[src/rtl/fifo_pkg.sv]
// fifo_pkg
// Shared helpers for the synchronous FIFO family: a ceiling-log2 helper and
// functions that derive depth and pointer/count widths from ADDR_WIDTH.
// No ports.
package fifo_pkg;

  // Ceiling log2 for elaboration-time sizing; returns 0 for values <= 1.
  function automatic int clog2_int(input int value);
    int result;
    int v;
    result = 0;
    v = value - 1;
    while (v > 0) begin
      result = result + 1;
      v = v >> 1;
    end
    return result;
  endfunction

  function automatic int fifo_depth(input int addr_width);
    return 1 << addr_width;
  endfunction

  // Pointers carry one extra wrap bit so full and empty can be told apart;
  // the occupancy count shares that width (0..DEPTH).
  function automatic int fifo_ptr_width(input int addr_width);
    return addr_width + 1;
  endfunction

  localparam int DEFAULT_ADDR_WIDTH = 3;
  localparam int DEFAULT_PTR_WIDTH  = fifo_ptr_width(DEFAULT_ADDR_WIDTH);

endpackage

[src/rtl/fifo_ram.sv]
// fifo_ram
// DEPTH x DATA_WIDTH simple dual-port storage: synchronous write, asynchronous
// read, no reset.
// Ports:
//   clk    - write clock
//   we     - write enable
//   waddr  - write index
//   wdata  - write data
//   raddr  - read index
//   rdata  - read data (combinational from raddr)
module fifo_ram
  import fifo_pkg::*;
#(
  parameter int DATA_WIDTH = 8,
  parameter int ADDR_WIDTH = 3
) (
  input  logic                  clk,
  input  logic                  we,
  input  logic [ADDR_WIDTH-1:0] waddr,
  input  logic [DATA_WIDTH-1:0] wdata,
  input  logic [ADDR_WIDTH-1:0] raddr,
  output logic [DATA_WIDTH-1:0] rdata
);

  localparam int DEPTH = fifo_depth(ADDR_WIDTH);

  logic [DATA_WIDTH-1:0] mem [DEPTH];

  always_ff @(posedge clk) begin
    if (we) begin
      mem[waddr] <= wdata;
    end
  end

  assign rdata = mem[raddr];

endmodule

[src/rtl/fifo_sync_param.sv]
// fifo_sync_param
// Single-clock FIFO with configurable width/depth, almost-full/almost-empty
// thresholds, occupancy count, sticky overflow/underflow, synchronous flush
// and an optional first-word-fall-through read path.
// Ports:
//   clk, rst      - clock; asynchronous active-high reset
//   clear         - synchronous flush, wins over push/pop
//   push, data_in - write request and data
//   pop           - read request
//   data_out      - read data (registered, or head word when FWFT=1)
//   full, empty, almost_full, almost_empty, count - occupancy status
//   overflow, underflow - sticky error flags, cleared by rst or clear
module fifo_sync_param
  import fifo_pkg::*;
#(
  parameter int DATA_WIDTH = 8,
  parameter int ADDR_WIDTH = 3,
  parameter int AF_LEVEL   = 6,
  parameter int AE_LEVEL   = 1,
  parameter int FWFT       = 0
) (
  input  logic                  clk,
  input  logic                  rst,
  input  logic                  clear,
  input  logic                  push,
  input  logic                  pop,
  input  logic [DATA_WIDTH-1:0] data_in,
  output logic [DATA_WIDTH-1:0] data_out,
  output logic                  full,
  output logic                  empty,
  output logic                  almost_full,
  output logic                  almost_empty,
  output logic [ADDR_WIDTH:0]   count,
  output logic                  overflow,
  output logic                  underflow
);

  localparam int DEPTH = fifo_depth(ADDR_WIDTH);
  localparam int PTR_W = fifo_ptr_width(ADDR_WIDTH);

  localparam logic [PTR_W-1:0] PTR_ONE   = PTR_W'(1);
  localparam logic [PTR_W-1:0] DEPTH_CNT = PTR_W'(DEPTH);
  localparam logic [PTR_W-1:0] AF_CNT    = PTR_W'(AF_LEVEL);
  localparam logic [PTR_W-1:0] AE_CNT    = PTR_W'(AE_LEVEL);

  if (AF_LEVEL < 1 || AF_LEVEL > DEPTH) begin : g_bad_af_level
    $fatal(1, "fifo_sync_param: AF_LEVEL %0d outside 1..%0d", AF_LEVEL, DEPTH);
  end
  if (AE_LEVEL < 0 || AE_LEVEL > DEPTH - 1) begin : g_bad_ae_level
    $fatal(1, "fifo_sync_param: AE_LEVEL %0d outside 0..%0d", AE_LEVEL, DEPTH - 1);
  end

  logic [PTR_W-1:0]      wr_ptr;
  logic [PTR_W-1:0]      rd_ptr;
  logic                  wr_en;
  logic                  rd_en;
  logic [DATA_WIDTH-1:0] rd_data;

  // Modulo subtraction handles the wrap bit; all flags decode from this.
  assign count        = wr_ptr - rd_ptr;
  assign full         = (count == DEPTH_CNT);
  assign empty        = (count == '0);
  assign almost_full  = (count >= AF_CNT);
  assign almost_empty = (count <= AE_CNT);

  // A simultaneous pop frees the slot, so a push into a full FIFO is taken
  // when paired with a pop. The head word is read combinationally before the
  // edge overwrites that same slot.
  assign wr_en = push && (!full || pop);
  assign rd_en = pop && !empty;

  always_ff @(posedge clk or posedge rst) begin
    if (rst) begin
      wr_ptr    <= '0;
      rd_ptr    <= '0;
      overflow  <= 1'b0;
      underflow <= 1'b0;
    end else if (clear) begin
      wr_ptr    <= '0;
      rd_ptr    <= '0;
      overflow  <= 1'b0;
      underflow <= 1'b0;
    end else begin
      if (wr_en) begin
        wr_ptr <= wr_ptr + PTR_ONE;
      end
      if (rd_en) begin
        rd_ptr <= rd_ptr + PTR_ONE;
      end
      if (push && full && !pop) begin
        overflow <= 1'b1;
      end
      if (pop && empty) begin
        underflow <= 1'b1;
      end
    end
  end

  fifo_ram #(
    .DATA_WIDTH (DATA_WIDTH),
    .ADDR_WIDTH (ADDR_WIDTH)
  ) u_ram (
    .clk   (clk),
    .we    (wr_en),
    .waddr (wr_ptr[ADDR_WIDTH-1:0]),
    .wdata (data_in),
    .raddr (rd_ptr[ADDR_WIDTH-1:0]),
    .rdata (rd_data)
  );

  if (FWFT == 0) begin : g_std_read
    logic [DATA_WIDTH-1:0] dout_q;

    always_ff @(posedge clk or posedge rst) begin
      if (rst) begin
        dout_q <= '0;
      end else if (clear) begin
        dout_q <= '0;
      end else if (rd_en) begin
        dout_q <= rd_data;
      end
    end

    assign data_out = dout_q;
  end else begin : g_fwft_read
    // Head word is shown directly; forced to zero so stale memory never
    // leaks out while the FIFO is empty.
    assign data_out = empty ? '0 : rd_data;
  end

endmodule

[config.mk]
export PLATFORM = sky130hd
export DESIGN_NAME = fifo_sync_param
export DESIGN_NICKNAME = d
export VERILOG_FILES = /design/src/rtl/fifo_pkg.sv /design/src/rtl/fifo_ram.sv /design/src/rtl/fifo_sync_param.sv
export SDC_FILE = /design/constraint.sdc
export NUM_CORES = 1
export LEC_CHECK = 0
export CAP_MARGIN = 5
export CORE_MARGIN = 8
export CORE_UTILIZATION = 45
export CTS_BUF_LIST = sky130_fd_sc_hd__clkbuf_16
export CTS_CLUSTER_SIZE = 14
export DETAILED_ROUTE_END_ITERATION = 7
export PLACE_DENSITY = 0.66
export SLEW_MARGIN = 20
export SYNTH_ARGS = -nofsm -noshare
export SYNTH_HDL_FRONTEND = slang
export SYNTH_HIERARCHICAL = 1
export SYNTH_SLANG_ARGS = --single-unit
[constraint.sdc]
create_clock -name clk -period 4 [get_ports clk]
set_input_delay 0.8 -clock clk [delete_from_list [all_inputs] [get_ports clk]]
set_output_delay 0.8 -clock clk [all_outputs]
set_load 0.02 [all_outputs]
==> results.md, run 1 <==
* Setup_tns at 0 ns
* DRT iter0 DRCs at 63
* Gr usage total at 13.4%
* Largest family of logic cells by synthesized area: multiplexers
* TritonCTS clock tree: done
* Worst-Margin Slew at 0.876 ns
* Via count at 1876
* Arrival time at the worst endpoint at 2.78 ns
* Post-synth cell types at 36
* Synth area leaders: edfxtp_1 (54%), dfrtp_1 (13%), mux4_1 (11%)
* Synth warn at 6
* Clock Sinks at a little over 80
* Max cap viols at 0
* First-pass GRT wire length at 11200 um
* DR vias/cell at roughly 5.3
* Max VDD drop at between 300 and 400 uV
* Simple-gate share of the synthesized area at around 5.7%
* # diodes at 0
* Mapped Cells at 209
* Clk_skew at 0.00760 ns
* Antenna violations before repair at 0
* CTS root buf: clkbuf_16
* CTS buffer count at 9
* WL/cell at about 19 um
* Final worst path period share at 89.5%
* Routability congestion estimate at 0.769
* CP Launch Type: flop
* Worst slew margin relative to its limit at 41.4%
* Register area share after synthesis at 66.7%
* Worst R2R End: u_ram/mem[1][1]$_DFFE_PP_
* Die height at 105 um
* Hold_sp: overflow$_DFFE_PP0P_
* # fillers at 626
* Pwr dens at 690 nW/um^2
* Share of layout cells above drive strength 1 at a little over an eighth
* Synth top area share at between 50% and 60%
* Clk buf depth at 2
* Top Family by Delay on Critical Path: buffers and inverters
* Die ar. at 11000 um^2
* Max H-tree Level at 3
* Number of enable flip-flop cells after synthesis at 64
* Adder-Cell Fraction of Synth Area at 2.32%
* Final setup fails at 0
* Inst Count DP at approximately 340
* Post-DP HPWL at 4520 um
* PortBufs at 30
* Total power at between 0.002 and 0.003 W
* Flop2flop setup slack at 0.78 ns
* Reg2Reg Depth at 9
* Final Hold Vio Count at 0
* Post-route DRC at 0
* Synth Register Bits at a little over 80
* Syn Area/Cell at 17.0 um^2
* Mapped Nets at 228
* Post-DRT Antenna Nets at 0
* Synth Area in Compound Gates at under 10%
* I/O Pins at 31
* Number of global-route vias before repair at 2057
* Die width at 105 um
* Hold EP: overflow$_DFFE_PP0P_
* Crit path max fanout at 5
* Static Leak at 1.59 nW
* Post-synth top area cell: edfxtp_1
* Minimum clock period at 3.58 ns
* Cell mode on critical path: a21oi_1
* Critical R2R Launch: wr_ptr[0]$_DFFE_PP0P_
* Fmax at 279 MHz
* CTS clk-pin slew, worst paths at roughly 0.060 ns
* Mux cell area share after synthesis at 17.1%
* CP max stage delay at about 0.64 ns
* Final cell count without fillers at roughly 350
* Post_cts resized at 0
* Hold_buf cts at 0
* Top FF cell, synth: edfxtp_1
* Top cells by count, synth: edfxtp_1 (64), nor2_1 (23), dfrtp_1 (18)
* Final Slew Violations at 0
* Cells on Worst Hold Path at 2
* Final WL at around 6700 um
* Crit-path slowest cell: clkdlybuf4s50_1
* Pre-Repair DR Iteration Count at 4
* Asr flop ratio synth at 22.0%
* Post-Synth XOR/XNOR Area at under 10%
* Buf/Inv on CP at 2
* Worst skew pair latency at 0.33 ns
* Post-Syn Area at between 3000 and 4000 um^2
* # rows at 32
* Kind of critical path: reg2out
* RSZ-0062 raised after global routing: no
* Status: finished, final reports clean
* Worst Hold Class: reg2reg
* Overflow after GRT at 0
* Initial Util at 46.3%
* Nets at 266
* Cell with the most instances after synthesis: edfxtp_1
* Core area at between 7000 and 8000 um^2
* Critical Path Sink Type: output pin
* Post-CTS setup buffers at 0
* Critical-path cell list: ha_1, a21oi_1, a21oi_1, nor2_1, inv_1, nor3_1, clkdlybuf4s50_1
* Area grow syn2layout at 20.5%
* CP required at 3.20 ns
* Pin count of the biggest net entering global routing at 20
## logic make-up (layout without fill, tap and decap cells)
group / count (synthesis) / in the layout
adder cells (fa/ha/maj): 6 / 6
AO/OA/AOI/OAI: 17 / 17
multiplexers: 34 / 34
XOR/XNOR: 5 / 5
flip-flops: 82 / 82
buffers and inverters: 22 / 65
AND/OR/NAND/NOR: 43 / 43
## worst reg2reg max path, delay by kind of cell, from the launching register on
family	cells	cell delay, ns
AOI/OAI and AO/OA	1	0.37
adders and majority gates	2	0.71
buffers and inverters	3	0.22
DFF	1	0.47
and+or+nand+nor	3	1.07
## registers in the layout, summed over array words and instances, names as in the netlist
signal     count
rd_ptr         4
wr_ptr         4
data_out       8
overflow       1
underflow      1
u_ram/mem     64
## power breakdown
part	total (W)	switching (W)	internal, W
combinational	0.00102	0.000541	0.000477
clock	0.000875	0.000322	0.000554
sequential	0.00106	0.0000461	0.00102
## layout make-up
cell class	count	area (um^2)	area share, %
sequential	82	2370	55.3
multi-input combinational	105	1070	24.9
timing repair buffer	36	345	8.05
clock buffer	9	225	5.25
tap	102	128	2.98
clock inverter	7	101	2.36
inverter	13	48.8	1.14
## per-stage QoR
stage	hold slack [ns]	area, um^2	worst slack [ns]	util (%)
3_5_place_dp	0.487	3960	0.775	51.5
3_3_place_gp	0.496	3960	0.843	51.5
5_1_grt	0.533	4290	0.195	55.8
2_1_floorplan	0.556	3560	1.00	-
4_1_cts	0.503	4290	0.404	55.8
6_report	0.496	4290	0.419	55.8
## worst max-delay path by stage
stage,startpoint,end,depth (start not counted)
6_report,wr_ptr[2]$_DFFE_PP0P_,almost_empty,7
2_1_floorplan,wr_ptr[0]$_DFFE_PP0P_,u_ram/mem[0][0]$_DFFE_PP_,10
5_1_grt,wr_ptr[2]$_DFFE_PP0P_,almost_empty,7
3_3_place_gp,wr_ptr[2]$_DFFE_PP0P_,almost_empty,7
4_1_cts,wr_ptr[2]$_DFFE_PP0P_,almost_empty,7
3_5_place_dp,wr_ptr[2]$_DFFE_PP0P_,almost_empty,7
## metal layers
layer	track usage, %	wire, um	vias up
met5	0	0	-
met4	5.81	105	0
met3	4.48	359	10
met2	22.3	3210	50
met1	15.5	3000	935
li1	-	-	881
## cells in the final DEF (no fill, tap or decap), types with 2 or more instances in the layout
master	n
mux2i_1	10
nor3_1	5
bufinv_16	2
a21o_1	3
o21ai_0	3
clkdlybuf4s50_1	30
nor2_1	23
mux4_1	15
nand2b_1	3
dfrtp_1	18
buf_4	6
edfxtp_1	64
mux2_2	8
xor2_1	2
inv_1	14
ha_1	5
or3_1	2
nand2_1	2
nand3_1	4
xnor2_1	2
a21oi_1	6
inv_6	2
clkbuf_16	9
Note: power is estimated with default switching activity, not from simulation.
==> run 2, diff against run 1 <==
Settings changed: SYNTH_HIERARCHICAL 1 to unset.
==> run 2 against run 1 <==
Against the previous run: register-to-register slack improved by 0.36 ns; sequential share of layout area increased by 0.21 points; worst hold slack improved by 0.022 ns; core utilization increased by 0.41 points; largest power group unchanged; count of clock-buffer cells in the layout is the same; critical path depth up 1; routed wire length increased by 2.7%; flip-flop and latch count is the same; sequential power about the same; first-iteration DRC count rose by 57%; power is 4.7% higher; cell area fell by 0.32%.
==> results.md, run 2 <==
* Static Leak at 1.52 nW (-4.4%)
* Final worst path period share at 95.4% (+5.9 points)
* Biggest register: u_ram.mem
* CTS clk-pin slew, worst paths at 0.06 ns (about the same)
* Die ar. at 10800 um^2 (-2.0%)
* Syn Area/Cell at 16.0 um^2 (-6.0%)
* Number of global-route vias before repair at 1992 (-3.2%)
* Status: finished, final reports clean
* Most frequent cells in the layout: edfxtp_1 (64), clkdlybuf4s50_1 (30), nor2_1 (18), nand2_1 (18), dfrtp_1 (17)
* Synth top area share at 55.3% (+1.3 points)
* Flop2flop setup slack at 1.14 ns (+0.36 ns)
* Cell Int Power at 0.00212 W (+3.7%)
* # diodes at 0 (unchanged)
* Post-Syn Area at 3470 um^2 (-2.4%)
* Worst-Margin Slew at 0.747 ns (-0.129 ns)
* Hold_buf cts at 0 (unchanged)
* TritonCTS clock tree: done
* Worst Hold Class: reg2reg
* Core area at 7610 um^2 (-1.0%)
* Worst slew margin relative to its limit at 50.1% (+8.6 points)
* Synth area leaders: edfxtp_1 (55%), dfrtp_1 (13%), mux4_2 (10%)
* Net Sw Power at 0.000971 W (+6.9%)
* Crit path max fanout at 10 (+5)
* Max VDD drop at 277 uV (-17%)
* Hold EP: underflow$_DFFE_PP0P_
* Die width at 104 um (-1.0%)
* Final Slew Violations at 0 (unchanged)
* Final Hold Vio Count at 0 (unchanged)
* Synth Register Bits at 82 (unchanged)
* Critical R2R Launch: wr_ptr[0]$_DFFE_PP0P_
* CP Launch Type: flop
* Mapped Nets at 236 (+3.5%)
* Pre-Repair DR Iteration Count at 5 (+1)
* Die height at 104 um (-1.0%)
* Cells on Worst Hold Path at 2 (unchanged)
* Final WL at 6860 um (+2.7%)
* Kind of critical path: reg2out
* Worst R2R End: u_ram.mem[3][5]$_DFFE_PP_
* Number of flip-flops in the largest register at 64 (unchanged)
* Post-synth top area cell: edfxtp_1
* Initial Util at 45.7% (-0.63 points)
* Post-route DRC at 0 (unchanged)
* Final setup fails at 0 (unchanged)
* Asr flop ratio synth at 22.0% (unchanged)
* # fillers at 617 (-1.4%)
* Post-synth cell types at 40 (+11%)
* # rows at 32 (unchanged)
* CP required at 3.20 ns (about the same)
* WL/cell at 18.8 um (-0.37%)
* Share of layout cells above drive strength 1 at 20.2% (+6.7 points)
* Hold_sp: underflow$_DFFE_PP0P_
* Max H-tree Level at 3 (unchanged)
* Setup_tns at 0 ns (unchanged)
* Post-DRT Antenna Nets at 0 (unchanged)
* Worst skew pair latency at 0.33 ns (about the same)
* Max cap viols at 0 (unchanged)
* Register area share after synthesis at 68.3% (+1.6 points)
* Switching part of the total at 31.4% (+0.65 points)
* Commonest non-fill, non-tap cell in the layout: edfxtp_1
* Top FF cell, synth: edfxtp_1
* Pwr dens at 724 nW/um^2 (+5.0%)
* DR vias/cell at 5.35 (+0.86%)
* RSZ-0062 raised after global routing: no
* CTS root buf: clkbuf_16
* Gr usage total at 13.2% (-0.22 points)
* Clock share of power at 30.1% (+0.5 points)
* Sequential power share at 35.1% (-0.9 points)
* Nets at 277 (+4.1%)
* CTS buffer count at 9 (unchanged)
* Critical Path Sink Type: output pin
* Clk buf depth at 2 (unchanged)
* Via count at 1951 (+4.0%)
* Reg2Reg Depth at 10 (+1)
* Arrival time at the worst endpoint at 3.02 ns (+0.24 ns)
* Synth warn at 0 (-6)
* I/O Pins at 31 (unchanged)
* Routability congestion estimate at 0.789 (+2.6%)
* Cell with the most instances after synthesis: edfxtp_1
* Antenna violations before repair at 0 (unchanged)
* Overflow after GRT at 0 (unchanged)
* Top cells by count, synth: edfxtp_1 (64), dfrtp_1 (18), nand2_1 (18), nor2_1 (18), mux4_2 (16)
* Fmax at 262 MHz (-6.2%)
* Number of enable flip-flop cells after synthesis at 64 (unchanged)
* Minimum clock period at 3.82 ns (+0.236 ns)
* Area grow syn2layout at 23.1%
* Clk_skew at 0.00468 ns (-0.00292 ns)
* First-pass GRT wire length at 10900 um (-2.8%)
* Pin count of the biggest net entering global routing at 23 (+15%)
* PortBufs at 30 (unchanged)
* Combinational Power Share at 34.7% (+0.3 points)
* DRT iter0 DRCs at 99 (+57%)
* Final Hold Slack at 0.519 ns (+0.0224 ns)
* Post-DP HPWL at 4510 um (-0.35%)
* Mapped Cells at 217 (+3.8%)
* Clock Sinks at 82 (unchanged)
-- run 2: cell types whose count changed after synthesis, sizes merged, moves of 2 or more --
cell / before / now
nand2: 2 / 18
a311oi: 0 / 8
mux2: 8 / 0
mux2i: 10 / 2
nor2: 23 / 18
nand2b: 3 / 0
a21oi: 7 / 5
and2: 0 / 2
clkbuf: 2 / 4
nand3: 4 / 6
nor4: 0 / 2
or3: 2 / 0
-- run 2: critical path, cell delays in order (launching register included) --
cell,delay [ns]
dfrtp_2,0.48
clkinvlp_4,0.19
ha_1,0.40
and3b_1,0.22
o21ai_1,0.23
and2_1,0.27
inv_2,0.08
nor3_1,0.18
clkdlybuf4s50_1,0.64
-- run 2: cell type report --
type	instances	area (um^2)	area share, %
Clock buffer	9	225	5.27
Clock inverter	7	115	2.69
Inverter	12	48.8	1.14
Multi-Input combinational cell	112	1000	23.4
Sequential cell	82	2370	55.5
Tap cell	102	128	2.99
Timing Repair Buffer	41	383	8.96
-- run 2: repair_timing --
action	in CTS	in global routing
setup endpoints to repair	0	2
resized for setup	0	2
buffers inserted	0	3
endpoints found under the hold margin	0	0
-- run 2: power groups by stage --
| stage | logic [W] | registers [W] | clock network, W |
|---|---|---|---|
| 2_1_floorplan | 0.000658 | 0.00114 | 0 |
| 6_report | 0.00108 | 0.00109 | 0.000933 |
| 4_1_cts | 0.00109 | 0.00109 | 0.000947 |
| 3_3_place_gp | 0.00108 | 0.00110 | 0 |
| 5_1_grt | 0.00116 | 0.00110 | 0.000983 |
| 3_5_place_dp | 0.00109 | 0.00111 | 0 |
-- run 2: layer usage --
metal  GRT usage [%]  up-vias  routed length [um]
met1            16.1      997                3030
met3            2.66        7                 161
met5               0        -                   0
li1                -      913                   -
met2            22.0       34                3580
met4            5.89        0                  83
-- run 2: kinds of logic (layout without fill, tap and decap cells) --
family | count (synthesis) | count (layout) | synth area share (%)
flops | 82 | 82 | 68.3
simple gates | 58 | 58 | 7.93
compound gates | 25 | 25 | 5.73
buf+inv | 23 | 69 | 3.24
mux | 18 | 18 | 11.0
fa+ha+maj | 6 | 6 | 2.38
xor+xnor | 5 | 5 | 1.48
-- run 2: worst max-delay path by stage --
stage                                      from      endpoint  slack [ns]  cells after the start
after CTS                 rd_ptr[2]$_DFFE_PP0P_  almost_empty        0.01                      8
after global routing      rd_ptr[2]$_DFFE_PP0P_  almost_empty        0.02                      8
after floorplan           rd_ptr[2]$_DFFE_PP0P_  almost_empty        0.72                      9
final                     rd_ptr[2]$_DFFE_PP0P_  almost_empty        0.18                      8
after global placement    rd_ptr[2]$_DFFE_PP0P_  almost_empty        0.50                      8
after detailed placement  rd_ptr[2]$_DFFE_PP0P_  almost_empty        0.38                      8
-- run 2: stage by stage --
stage                     cell area (um^2)  power, W  cells  utilization (%)  setup WS (ns)
after floorplan                       3470   0.00180    217                -          0.717
after global placement                3910   0.00219    346             51.3          0.501
after detailed placement              3910   0.00220    346             51.3          0.385
after CTS                             4250   0.00313    362             55.8         0.0135
after global routing                  4270   0.00324    365             56.2         0.0241
final                                 4270   0.00310    365             56.2          0.183
